===== src/rtl/cpu_datapath.sv =====
// Register-transfer datapath for the 16-bit RISC core.
// Executes the controller's load/select/write strobes against an 8-entry
// register file, A/B operand registers, a one-bit shifter on B, the ALU,
// result register C and a Z/N/V status register.
module cpu_datapath #(
  parameter int DATA_W = 16,
  parameter int NREG   = 8,
  parameter int PC_W   = 8,
  localparam int IDX_W = $clog2(NREG)
) (
  input  logic              clk,
  input  logic              rst,
  input  logic [IDX_W-1:0]  readnum,
  input  logic [IDX_W-1:0]  writenum,
  input  logic              write,
  input  logic [1:0]        vsel,
  input  logic              loada,
  input  logic              loadb,
  input  logic              asel,
  input  logic              bsel,
  input  logic [1:0]        shift,
  input  logic [1:0]        alu_op,
  input  logic              loadc,
  input  logic              loads,
  input  logic [DATA_W-1:0] sximm8,
  input  logic [DATA_W-1:0] sximm5,
  input  logic [DATA_W-1:0] mdata,
  input  logic [PC_W-1:0]   pc,
  output logic [DATA_W-1:0] datapath_out,
  output logic              z_flag,
  output logic              n_flag,
  output logic              v_flag
);

  typedef struct packed {
    logic z;
    logic n;
    logic v;
  } flags_t;

  logic [NREG-1:0][DATA_W-1:0] regs;
  logic [DATA_W-1:0] rdata, wb_data;
  logic [DATA_W-1:0] a_q, b_q, c_q;
  logic [DATA_W-1:0] b_sh, ain, bin, result;
  flags_t            flg_q, flg_d;

  // Combinational read port; a same-edge write is not bypassed.
  assign rdata = regs[readnum];

  // Write-back source select; only the target register captures it.
  always_comb begin
    wb_data = c_q;
    unique case (vsel)
      2'b00: wb_data = c_q;
      2'b01: wb_data = {{(DATA_W-PC_W){1'b0}}, pc};
      2'b10: wb_data = sximm8;
      2'b11: wb_data = mdata;
    endcase
  end

  // Register file write; reset wins over any pending write.
  always_ff @(posedge clk) begin
    if (rst) regs <= '0;
    else if (write) regs[writenum] <= wb_data;
  end

  // Operand registers A and B both sample the same read data.
  always_ff @(posedge clk) begin
    if (rst) begin
      a_q <= '0;
      b_q <= '0;
    end else begin
      if (loada) a_q <= rdata;
      if (loadb) b_q <= rdata;
    end
  end

  // One-bit shifter on the B path; B itself stays untouched.
  always_comb begin
    b_sh = b_q;
    unique case (shift)
      2'b00: b_sh = b_q;
      2'b01: b_sh = {b_q[DATA_W-2:0], 1'b0};
      2'b10: b_sh = {1'b0, b_q[DATA_W-1:1]};
      2'b11: b_sh = {b_q[DATA_W-1], b_q[DATA_W-1:1]};
    endcase
  end

  assign ain = asel ? '0 : a_q;
  assign bin = bsel ? sximm5 : b_sh;

  // ALU with modulo arithmetic and Z/N/V derived from the result.
  always_comb begin
    result  = '0;
    flg_d.v = 1'b0;
    unique case (alu_op)
      2'b00: begin
        result  = ain + bin;
        flg_d.v = ~(ain[DATA_W-1] ^ bin[DATA_W-1]) & (ain[DATA_W-1] ^ result[DATA_W-1]);
      end
      2'b01: begin
        result  = ain - bin;
        flg_d.v = (ain[DATA_W-1] ^ bin[DATA_W-1]) & (ain[DATA_W-1] ^ result[DATA_W-1]);
      end
      2'b10: result = ain & bin;
      2'b11: result = ~bin;
    endcase
    flg_d.z = (result == '0);
    flg_d.n = result[DATA_W-1];
  end

  // Result register C and status flags load independently.
  always_ff @(posedge clk) begin
    if (rst) begin
      c_q   <= '0;
      flg_q <= '0;
    end else begin
      if (loadc) c_q   <= result;
      if (loads) flg_q <= flg_d;
    end
  end

  assign datapath_out = c_q;
  assign z_flag       = flg_q.z;
  assign n_flag       = flg_q.n;
  assign v_flag       = flg_q.v;

endmodule

===== config.mk =====
export PLATFORM = sky130hd
export DESIGN_NAME = cpu_datapath
export DESIGN_NICKNAME = d
export VERILOG_FILES = /design/src/rtl/cpu_datapath.sv
export SDC_FILE = /design/constraint.sdc
export NUM_CORES = 1
export LEC_CHECK = 0
export ABC_AREA = 1
export BUFFER_PORTS_ARGS = -buffer_cell sky130_fd_sc_hd__buf_2
export CAP_MARGIN = 10
export CORE_MARGIN = 10
export CORE_UTILIZATION = 50
export DETAILED_ROUTE_END_ITERATION = 6
export PLACE_DENSITY_LB_ADDON = 0.25
export SETUP_SLACK_MARGIN = 0.05
export SLEW_MARGIN = 20
export SYNTH_ARGS = -nofsm -noshare
export SYNTH_HDL_FRONTEND = slang
export SYNTH_SLANG_ARGS = --single-unit

===== constraint.sdc =====
create_clock -name clk -period 2.4 [get_ports clk]
set_input_delay 0.12 -clock clk [delete_from_list [all_inputs] [get_ports clk]]
set_output_delay 0.12 -clock clk [all_outputs]
set_load 0.02 [all_outputs]

* Yosys cells after proc, flatten, opt, wreduce, memory -nomap -nowiden
Index checks and enable logic that the tools add are counted.
** Operators by class
- Add/subtract/negate cells :: 2
- $lt $le $gt $ge :: 3
- Equal/unequal tests :: 9
- Muxes and demuxes :: 11
- Bitwise logic cells :: 8
- Reductions and logical operators :: 5
** Operators by type and width (count)
- 16-bit case mux with 4 select lines :: 3
- 128-bit bitwise mux :: 1
- 16-bit 2-to-1 mux :: 4
- 16-bit binary-select mux with 3-bit select :: 1
- 16-bit demux with 3-bit select :: 1
- 16-bit adder :: 1
- 16-bit AND :: 1
- 16-bit logical NOT :: 1
- 16-bit NOT :: 1
- 16-bit subtractor :: 1
- 2-bit equality test, second input constant :: 6
- 3-bit by 4-bit < comparator with 1-bit output, second input constant :: 2
- 2-bit by 1-bit equality test with 1-bit output, second input constant :: 3
- 2-bit logical NOT :: 3
- 3-bit by 1-bit greater-or-equal comparator with 1-bit output, second input constant :: 1
- 1-bit bitwise XOR :: 3
- 1-bit AND :: 2
- 1-bit case mux with 2 select lines :: 1
- 1-bit logical AND :: 1
- 1-bit NOT :: 1
** Word-level totals
- Register bits :: 179
- Input bits :: 77
- Output and inout port bits :: 19
- Logic and storage cells :: 52

* Logic depth before layout (Yosys ltp)
- Depth after elaboration :: 7
- Mapped depth :: 23
- Depth with buffers taken out :: 22

* Worst setup path before layout
OpenSTA, ideal clock, no wires.
- Path kind :: in2reg
- Start :: input shift[1]
- End :: register flg_q, in the netlist z_flag
- Setup time :: 0.067 ns
- Data arrival time :: 2.293 ns
- Data required time :: 2.333 ns
- Path slack :: 0.040 ns
- Cell stages on the path :: 22
- Buffers on the path :: 1
- Cells stage by stage :: buf_6 -> nor2_4 -> nand2_1 -> nand2_1 -> nand2_1 -> inv_1 -> ha_1 -> inv_1 -> fa_1 -> inv_1 -> nand3_1 -> nand2_1 -> nand2_1 -> nand2_1 -> nand2_1 -> nand3_1 -> a21oi_1 -> nor2_1 -> nand2_1 -> nor2_1 -> nand3_1 -> a21oi_2
** On the way
- Word-level cells in the longest chain between the ends :: 6
- Elaborated cells on any way between the ends :: 12
- Those cells by class :: add/sub: 2; eq/ne: 3; mux: 3; bitwise: 2; reduce/logical: 2
** Ends and longest elaborated chain
- start: declaration :: RTL line 21 : input logic [1:0] shift,
- 2-bit equality test, or another cell as far along :: RTL line 81 : unique case (shift)
- 16-bit case mux with 4 select lines (*) :: RTL line 81
- 16-bit 2-to-1 mux (*) :: RTL line 90 : assign bin = bsel ? sximm5 : b_sh;
- 16-bit subtractor, or another cell as far along :: RTL line 102 : result = ain - bin;
- 16-bit case mux with 4 select lines (*) :: RTL line 96 : unique case (alu_op)
- 16-bit logical NOT (*) :: RTL line 108 : flg_d.z = (result == '0);
- end signal: assignment :: RTL line 119 : if (loads) flg_q <= flg_d;
- end: declaration :: RTL line 45 : flags_t flg_q, flg_d;
Every way passes the cells marked *; elsewhere a longest branch is shown, timed or not.
A chain may end at the register's enable or synchronous reset.

* Worst setup path in the final report
- Start :: register b_q[1]
- End :: register flg_q, in the netlist z_flag
** On the way
- Word-level cells in the longest chain between the ends :: 5
- Elaborated cells on any way between the ends :: 8
- Those cells by class :: add/sub: 2; mux: 3; bitwise: 2; reduce/logical: 1
** Ends and longest elaborated chain
- start: declaration :: RTL line 43 : logic [DATA_W-1:0] a_q, b_q, c_q;
- start signal: assignment :: RTL line 74 : if (loadb) b_q <= rdata;
- 16-bit case mux with 4 select lines (*) :: RTL line 81
- 16-bit 2-to-1 mux (*) :: RTL line 90
- 16-bit subtractor, or another cell as far along :: RTL line 102
- 16-bit case mux with 4 select lines (*) :: RTL line 96
- 16-bit logical NOT (*) :: RTL line 108
Marked as above.

==> out/metrics.yaml <==
outcome: "finished with violations"
violations: "negative setup slack"
busiest_layer: "met2"
start_util: 0.505
maxCapViolations: 0
setup_viol: 2
grt_pass1_vias: 10984
yosysSeqAreaShare: 0.340
drv_slew: 0
instances_no_fill: 2091
ir_worst_vdd_v: 0.000504
worstMarginPinSlew_ps: 826
synthesis.nets: 1744
drc: 0
r2r-end: "z_flag"
grt.total_usage: 0.258
yosysUniqueCellTypes: 48
avgRoutedWirePerCell_um: 17.4
hold_class: "in2reg"
fin_crit_ps: 2540
cts.clk_slew.worst_paths_ps: 70
multi_input_area_mm2: 0.00673
clock-sinks: 179
io_buffers: 95
antenna_found_initial: 0
crit_fanout: 3
reg2reg_from: "b_q[1]"
reg2reg_slack_ps: -140
min_from: "loadc"
die_height_um: 165
fill_cells: 1815
cp_top_family: "simple AND/OR/NAND/NOR gates"
grt_pass1_wl_um: 56800
grt_overflow: 0
cp.required_ps: 2770
critPathMaxStageDelay_ps: 410
crit_cells: 19
seq_area_mm2: 0.00360
p_total_uw: 8260
gp_congestion: 0.951
dr.pass1.iters: 5
routed_via_density: 5.57
holdPathStages: 2
rsz0062_at_grt: "true"
path_cells: "a21oi_2 > nand2_1 > nand2_2 > inv_4 > ha_4 > fa_2 > inv_2 > nand2_4 > nand3_1 > o211ai_1 > inv_1 > nand2_1 > nand2_2 > nand3_1 > nor2_2 > nand3_2 > nor2_1 > nand3_1 > a21oi_2"
place_inst: 2038
crit_path_frequent_cell: "nand3_1"
die-area_mm2: 0.0273
hold_violations: 0
ys_warn_count: 0
die_x_um: 165
clock_path_buffers: 2
slew_headroom: 0.449
synth-seq-cells: 179
critical_path_class: "reg2reg"
grt_max_degree: 119
fin_ws_ps: -142
gr-usage-met3: 0.0354
ios: 96
use_met2: 0.433
finalCritPeriodShare: 1.06
avgSynthCellArea_um2: 6.47
mostFrequentLayoutCells: "o21ai_0 (254), nand2_1 (201), inv_1 (197), a21oi_1 (181), dfxtp_1 (168)"
p_per_area_mw_per_mm2: 598
clockRootBuffer: "clkbuf_16"
core-area_mm2: 0.0209
critPathLaunchType: "flip-flop"
hold_end: "datapath_out[15]"
vias: 11651
cp-end-kind: "flip-flop"
cts_tree: "built"
power_leakage_uw: 0.00653
max_freq_mhz: 393
htreeDepth: 4
final_layout_size_suffix_gt1_frac: 0.289
syn_to_final_growth_pct: 30.9
wl_um: 36400
cts_buffers: 17
crit_slowest_cell: "fa_2"
drt_iter0_markers: 1107
clkLatencyLatePin_ps: 440
critPathBufInv: 3
antenna-diode-count: 0
worst_r2r_path_depth: 19
ant_nets: 0
dpl.hpwl_um: 25200
layout.nets: 1916
synthCells: 1631
syn_area_mm2: 0.0105
critPathArrivalTime_ps: 2910
grt.met1_usage: 0.319
fin_skew_ps: 22.5
rows: 53
layout_commonest_cell: "o21ai_0"
registers in the layout, indices dropped and copies added (netlist names):
signal / flops
v_flag: 1
datapath_out: 16
regs: 128
n_flag: 1
b_q: 16
a_q: 16
z_flag: 1
report_power, final:
group          switching (uW)  internal (uW)
sequential               81.7           3110
combinational            1380            884
clock                    1320           1480
total                    2780           5480
stage by stage:
stage               setup TNS, ps  hold WS, ps  setup WS, ps  utilization  area [um^2]
global placement            -3720          360          -456        0.573        12000
detailed placement          -3970          366          -461        0.573        12000
floorplan                       0          214          62.9            -        10500
finish                       -202          117          -142        0.661        13800
global route                -1000          138          -266        0.661        13800
CTS                         -44.9         84.7         -44.9        0.636        13300
kinds of logic (layout without fill, tap and decap cells):
kind of cell	after synthesis	after routing	synth area share
AOI/OAI and AO/OA	529	529	0.271
xor gates and xnor gates	1	1	0.000831
adders and majority gates	36	36	0.0441
buffers and inverters	321	506	0.119
DFF	179	179	0.340
and+or+nand+nor	565	565	0.225
layer usage:
metal  up-vias  part of all wire
met1      5438              0.41
met3       100             0.054
met2       406              0.49
li1       5707                 -
met4         0             0.047
met5         -                 0
worst max path at each step:
| stage | from | to |
|---|---|---|
| after global placement | shift[1] | z_flag |
| after floorplan | shift[1] | z_flag |
| after global routing | b_q[2] | z_flag |
| after detailed placement | shift[1] | z_flag |
| final | b_q[1] | z_flag |
| after CTS | b_q[5] | z_flag |
Yosys cell counts, drive strengths merged:
master	number	share of area
fa	2	0.0038
o221ai	11	0.0091
o2111ai	1	0.00083
o211ai	14	0.010
a31oi	2	0.0026
o21ai	259	0.12
a211oi	1	0.00071
dfxtp	179	0.34
nor3	5	0.0028
o311ai	1	0.00083
nand3	94	0.046
xor2	1	0.00083
o21bai	2	0.0014
nand4	6	0.0036
a22o	6	0.0050
nand3b	3	0.0037
o2111a	1	0.0011
clkinv	2	0.00071
buf	22	0.012
a221oi	5	0.0047
ha	34	0.040
inv	233	0.083
clkbuf	64	0.023
o22ai	9	0.0053
a31o	1	0.00083
nand2	271	0.099
a21oi	215	0.10
or2	1	0.00059
nor2	185	0.070
a22oi	1	0.00071
area by class of cell:
type,instances,share of cell area
multi-input combinational,1131,0.487
sequential,179,0.261
timing repair buffer,239,0.119
inverter,235,0.0653
clock buffer,18,0.0311
tap,275,0.0249
clock inverter,14,0.0116
repair_timing:
item | 4_1_cts | 5_1_grt
pin swaps | 65 | 76
buffers inserted | 10 | 12
hold buffers | 1 | 0
hold endpoints to repair | 2 | 0
resized for setup | 158 | 124
endpoints found under the setup margin | 14 | 14
cloned | 0 | 0
(Power assumes the default switching activity.)
